File: src/rtl/fwd_pkg.sv
`default_nettype none
// ------------------------------------------------------------------------
// fwd_pkg: shared select encoding and priority helper for forwarding. Rev 1.0
// ------------------------------------------------------------------------
package fwd_pkg;

  localparam int SEL_RF         = 0;
  localparam int SEL_STAGE_BASE = 1;
  localparam int MAX_SEL_W      = 32;

  // Isolates the lowest set bit; the lowest stage index is the youngest result.
  function automatic logic [MAX_SEL_W-1:0] onehot_first(input logic [MAX_SEL_W-1:0] req);
    return req & (~req + 1'b1);
  endfunction

endpackage
`default_nettype wire

File: src/rtl/fwd_onehot_mux.sv
`default_nettype none
// ------------------------------------------------------------------------
// fwd_onehot_mux: AND-OR multiplexer driven by a one-hot select. Rev 1.0
// ------------------------------------------------------------------------
module fwd_onehot_mux #(
  parameter int DATA_W = 8,
  parameter int N      = 3
) (
  input  logic [N-1:0]        sel,
  input  logic [N*DATA_W-1:0] data_in,
  output logic [DATA_W-1:0]   data_out
);

  always_comb begin
    data_out = '0;
    for (int n = 0; n < N; n++) begin
      data_out = data_out | (data_in[n*DATA_W +: DATA_W] & {DATA_W{sel[n]}});
    end
  end

endmodule
`default_nettype wire

File: src/rtl/fwd_operand_unit.sv
`default_nettype none
// ------------------------------------------------------------------------
// fwd_operand_unit: EX-stage forwarding selects, operand mux and load-use stall. Rev 1.0
// ------------------------------------------------------------------------
module fwd_operand_unit
  import fwd_pkg::*;
#(
  parameter int DATA_W   = 8,
  parameter int ADDR_W   = 5,
  parameter int NUM_OPS  = 2,
  parameter int DEPTH    = 2,
  parameter int LOAD_LAT = 1
) (
  input  logic                         clock,
  input  logic                         reset_n,
  input  logic                         advance,
  input  logic                         flush,
  input  logic [NUM_OPS*ADDR_W-1:0]    id_src_addr,
  input  logic [ADDR_W-1:0]            id_dst_addr,
  input  logic                         id_wr_en,
  input  logic                         id_is_load,
  input  logic [NUM_OPS*DATA_W-1:0]    ex_rf_data,
  input  logic [DEPTH*DATA_W-1:0]      stage_data,
  output logic [NUM_OPS*DATA_W-1:0]    operand_out,
  output logic [NUM_OPS*(DEPTH+1)-1:0] operand_sel,
  output logic                         stall,
  output logic [15:0]                  stall_count
);

  localparam int SEL_W = DEPTH + 1;

  logic                             ex_valid;
  logic                             ex_load;
  logic [ADDR_W-1:0]                ex_dst;
  logic [NUM_OPS-1:0][ADDR_W-1:0]   ex_src;
  logic [DEPTH-1:0]                 sb_valid;
  logic [DEPTH-1:0]                 sb_load;
  logic [DEPTH-1:0][ADDR_W-1:0]     sb_dst;

  always_ff @(posedge clock or negedge reset_n) begin
    if (!reset_n) begin
      ex_valid    <= 1'b0;
      ex_load     <= 1'b0;
      ex_dst      <= '0;
      ex_src      <= '0;
      sb_valid    <= '0;
      sb_load     <= '0;
      sb_dst      <= '0;
      stall_count <= '0;
    end else begin
      if (advance) begin
        for (int k = DEPTH - 1; k > 0; k--) begin
          sb_valid[k] <= sb_valid[k-1];
          sb_load[k]  <= sb_load[k-1];
          sb_dst[k]   <= sb_dst[k-1];
        end
        sb_valid[0] <= ex_valid;
        sb_load[0]  <= ex_load;
        sb_dst[0]   <= ex_dst;
        if (stall || flush) begin
          ex_valid <= 1'b0;
          ex_load  <= 1'b0;
          ex_dst   <= '0;
          ex_src   <= '0;
        end else begin
          ex_valid <= id_wr_en;
          ex_load  <= id_is_load;
          ex_dst   <= id_dst_addr;
          ex_src   <= id_src_addr;
        end
      end else if (flush) begin
        ex_valid <= 1'b0;
        ex_load  <= 1'b0;
        ex_dst   <= '0;
        ex_src   <= '0;
      end
      if (stall && advance && (stall_count != 16'hFFFF)) begin
        stall_count <= stall_count + 16'd1;
      end
    end
  end

  // Loads younger than LOAD_LAT cannot supply data yet, so the consumer waits in ID.
  always_comb begin
    stall = 1'b0;
    for (int i = 0; i < NUM_OPS; i++) begin
      if (id_src_addr[i*ADDR_W +: ADDR_W] != '0) begin
        if (ex_valid && ex_load && (ex_dst == id_src_addr[i*ADDR_W +: ADDR_W])) begin
          stall = 1'b1;
        end
        for (int k = 0; k < LOAD_LAT - 1; k++) begin
          if (sb_valid[k] && sb_load[k] && (sb_dst[k] == id_src_addr[i*ADDR_W +: ADDR_W])) begin
            stall = 1'b1;
          end
        end
      end
    end
  end

  generate
    for (genvar i = 0; i < NUM_OPS; i++) begin : g_op
      logic [DEPTH-1:0] hit;
      logic [DEPTH-1:0] grant;
      logic [SEL_W-1:0] sel;

      always_comb begin
        hit = '0;
        for (int k = 0; k < DEPTH; k++) begin
          hit[k] = sb_valid[k] && (sb_dst[k] == ex_src[i]) && (ex_src[i] != '0) &&
                   (!sb_load[k] || (k >= LOAD_LAT));
        end
      end

      assign grant = DEPTH'(onehot_first(MAX_SEL_W'(hit)));

      always_comb begin
        sel = '0;
        if (|hit) begin
          sel[SEL_STAGE_BASE +: DEPTH] = grant;
        end else begin
          sel[SEL_RF] = 1'b1;
        end
      end

      assign operand_sel[i*SEL_W +: SEL_W] = sel;

      fwd_onehot_mux #(
        .DATA_W (DATA_W),
        .N      (SEL_W)
      ) u_mux (
        .sel      (sel),
        .data_in  ({stage_data, ex_rf_data[i*DATA_W +: DATA_W]}),
        .data_out (operand_out[i*DATA_W +: DATA_W])
      );
    end
  endgenerate

endmodule
`default_nettype wire

File: config.mk
export PLATFORM = sky130hd
export DESIGN_NAME = fwd_operand_unit
export DESIGN_NICKNAME = d
export VERILOG_FILES = /design/src/rtl/fwd_pkg.sv /design/src/rtl/fwd_onehot_mux.sv /design/src/rtl/fwd_operand_unit.sv
export SDC_FILE = /design/constraint.sdc
export NUM_CORES = 1
export LEC_CHECK = 0
export CAP_MARGIN = 30
export CORE_ASPECT_RATIO = 1.4
export CORE_UTILIZATION = 50
export CTS_CLUSTER_SIZE = 25
export DETAILED_ROUTE_END_ITERATION = 16
export HOLD_SLACK_MARGIN = 0.15
export PLACE_DENSITY_LB_ADDON = 0.2
export SETUP_SLACK_MARGIN = 0.3
export SYNTH_ARGS = -nofsm -noshare
export SYNTH_HDL_FRONTEND = slang
export SYNTH_HIERARCHICAL = 1
export SYNTH_SLANG_ARGS = --single-unit
File: constraint.sdc
create_clock -name clock -period 3.9 [get_ports clock]
set_input_delay 0.39 -clock clock [delete_from_list [all_inputs] [get_ports clock]]
set_output_delay 0.39 -clock clock [all_outputs]
set_load 0.01 [all_outputs]
==> impl_results.rst <==
.. list-table::
   :header-rows: 1

   * - Metric
     - Value
   * - TritonCTS clock tree
     - done
   * - Cell Count Post-Placement
     - around 420
   * - Combinational family with the most area after synthesis
     - simple AND/OR/NAND/NOR gates
   * - Net count of the mapped netlist
     - about 330
   * - Root cell of the clock tree
     - clkbuf_8
   * - Adder-cell share of the synthesized area
     - 0.00455
   * - Share of synthesized area occupied by flip-flops and latches
     - 0.419
   * - Proportion of layout cells with a drive suffix above 1
     - 0.139
   * - Number of vias in the routed layout
     - between 2000 and 2500
   * - Number of nets in the layout
     - around 410
   * - Number of enable flip-flop cells after synthesis
     - 0
   * - CTS Sinks
     - 46
   * - Wire length of the first global-routing pass
     - approximately 12 mm
   * - Routed length per placed instance
     - 16.6 microns
   * - Total setup buffers inserted after CTS
     - 0
   * - Die span in x
     - between 60 and 70 microns
   * - Initial antenna violation count
     - 0
   * - Cell-by-cell trace of the critical path
     - or4_1 -> nor2_1 -> nor4_4 -> nor2b_1 -> a222oi_1 -> inv_1 -> clkdlybuf4s50_1
   * - Number of levels the H-tree was split into
     - 2
   * - Power density over the cells
     - 276 mW/mm^2
   * - Slew at the pin closest to its max-slew limit
     - around 830 ps
   * - Post-layout instance count excluding filler cells
     - about 430
   * - Design Power
     - approximately 1100 uW
   * - Pins over their slew limit
     - 0
   * - All-Layer GR Usage
     - 0.255
   * - Final Instance Area
     - around 0.0038 sq mm
   * - Leakage power
     - between 0.0015 and 0.002 uW
   * - Synth Area in Simple Gates
     - 0.217
   * - Complex-gate fraction of the synthesized area
     - 0.111
   * - Final critical-path required period
     - around 3500 ps
   * - Drt drc
     - 0
   * - Worst max-slew margin expressed relative to the limit
     - 0.448
   * - Worst-path maximum fanout
     - 11
   * - Peak ir drop on the vdd network
     - 0.000233 V
   * - Core region area
     - 0.00524 sq mm
   * - Share of flip-flops with an asynchronous set or reset after synthesis
     - 1.00
   * - Vias per cell
     - about 5.8
   * - Final number of hold-violating endpoints
     - 0
   * - Instance count of the mapped netlist
     - roughly 270
   * - Hold Worst Slack
     - 489 ps
   * - Data arrival time at the worst-slack endpoint
     - 3080 ps
   * - Final ANT Viol Nets
     - 0
   * - Clock transition at the registers of the reported paths
     - approximately 80 ps
   * - Post-synthesis average cell area
     - 10.1 sq um
   * - Clock insertion delay at the later pin of the skew report
     - around 300 ps
   * - Start-to-end type of the worst setup path
     - reg -> out
   * - Worst hold path class
     - reg -> reg
   * - XOR/XNOR share of the synthesized area
     - 0.134
   * - Die Span Y
     - 89.8 microns
   * - Post-synthesis instance area
     - about 0.0028 sq mm
   * - Most frequent cells in the layout
     - clkdlybuf4s50_1, dfrtp_1, xor2_1
   * - Fmax
     - ~0.29 GHz
   * - Total CTS buffers
     - 5
   * - Largest net degree at the start of global routing
     - 56
   * - Distinct cell type count after synthesis
     - 33
   * - Detailed Routing Iterations Pass 1
     - 5
   * - Yosys warnings
     - 6
   * - Total placed instance area
     - roughly 0.0037 sq mm
   * - Row Count
     - 31
   * - Crit. End Element
     - output pin
   * - Layout Skew
     - between 8 and 9 ps
   * - Result of the run
     - finished, final reports clean
   * - Slowest Stage Delay on Critical Path
     - ~570 ps
   * - Setup TNS after final layout
     - 0 ps
   * - Critical Path Start Type
     - flop
   * - Die area
     - just under 0.006 sq mm
   * - Vias in the first global route
     - 2420
   * - Required time worst endpoint
     - roughly 3500 ps
   * - RSZ-0062 raised after global routing
     - no
   * - Total inserted antenna cells
     - 0
   * - #FFs+latches synth
     - 46
   * - Mux share of post-synthesis cell area
     - 0.0614
   * - IO Count
     - 92
   * - Initial Util
     - 0.525
   * - DPL Wire Length
     - between 5 and 6 mm
   * - Predominant post-synthesis flop cell
     - dfrtp_1
   * - Number of buffers inserted by port buffering
     - 91
   * - Detailed Route Iter0 Violations
     - roughly 140
   * - Placer congestion estimate
     - 0.862
   * - Ratio of final minimum period to clock period
     - 0.891
   * - Maximum buffer depth of the clock tree
     - 2
   * - Commonest non-fill, non-tap cell in the layout
     - clkdlybuf4s50_1
   * - Layout-stage area growth over the synthesis result
     - 38.4%
   * - Slowest cell on crit path
     - nor2b_1
   * - Maximum capacitance violations
     - 0
   * - Total congestion overflow
     - 0
   * - Setup violators final
     - 0
   * - Final routed wirelength across all metal layers
     - just over 7 mm
-- worst paths after layout --
| check | start | to | slack (ps) | depth (start not counted) |
|---|---|---|---|---|
| min reg2reg | stall_count[10] | stall_count[10] | 490 | 1 |
| min | stall_count[10] | stall_count[10] | 490 | 1 |
| min in group asynchronous | reset_n | stall_count[2] | 540 | 2 |
| max reg2reg | stall_count[0] | stall_count[1] | 1580 | 7 |
| max in group asynchronous | reset_n | sb_dst[5] | 2860 | 3 |
| max | ex_src[6] | operand_out[14] | 430 | 7 |
-- what timing repair did --
| action | CTS | global route |
|---|---|---|
| gates resized for setup | 1 | 2 |
| hold endpoints to repair | 16 | 0 |
| hold buffers | 1 | 0 |
| endpoints found under the setup margin | 3 | 14 |
-- through the flow --
step                setup slack, ps   util
floorplan                      1510      -
global placement                605  0.703
detailed placement              584  0.706
CTS                             398  0.725
global route                    314  0.727
finish                          425  0.727
-- cell usage after synthesis (all sizes together) (5+ instances only) --
cell     n  area, sq um
inv     17         63.8
a21oi   19          133
xor2    24          210
clkbuf  10         42.5
nand2b  17          106
mux2    15          169
nor2    10         37.5
dfrtp   46         1150
nor4     8         50.1
nand4   10         62.6
xnor2   18          158
buf      5         40.0
nand2    7         26.3
a222oi  16          160
nand3   25          170
nor3     7         35.0
-- power breakdown --
part           leakage, uW  internal [uW]  switching (uW)
registers         0.000623            498            28.3
logic             0.000988            144             105
clock network    0.0000438            120             155
-- layout make-up --
cell class | count | area, sq um
clock buffers | 5 | 68.8
clock inverters | 2 | 10.0
fillers | 411 | 1430
inverters | 17 | 63.8
multi-input cells | 194 | 1490
flip-flops and latches | 46 | 1150
well taps | 66 | 82.6
repair buffers | 95 | 946
-- registers in the layout, summed over array words and instances, names as in the netlist --
name / cells
ex_dst: 5
ex_src: 10
ex_load: 1
stall_count: 16
sb_dst: 10
sb_load: 1
ex_valid: 1
sb_valid: 2
-- critical path, delay by kind of cell (launching register included) --
family	cells	cell delay, ps
buffers and inverters	2	650
AO/OA/AOI/OAI	1	200
AND/OR/NAND/NOR	4	1490
flip-flops	1	440
-- per-layer routing --
layer	global-route usage	up-vias	part of all wire
li1	-	1155	-
met3	0.0457	14	0.076
met5	0	-	0
met2	0.451	110	0.51
met4	0.106	0	0.024
met1	0.297	1169	0.39
-- cells by family after synthesis --
logic type	Yosys count
AOI/OAI and AO/OA	37
xor gates and xnor gates	42
adders and majority gates	1
buffers and inverters	32
DFF	46
muxes	15
and+or+nand+nor	99
No activity file was read; power rests on OpenSTA's default activity.
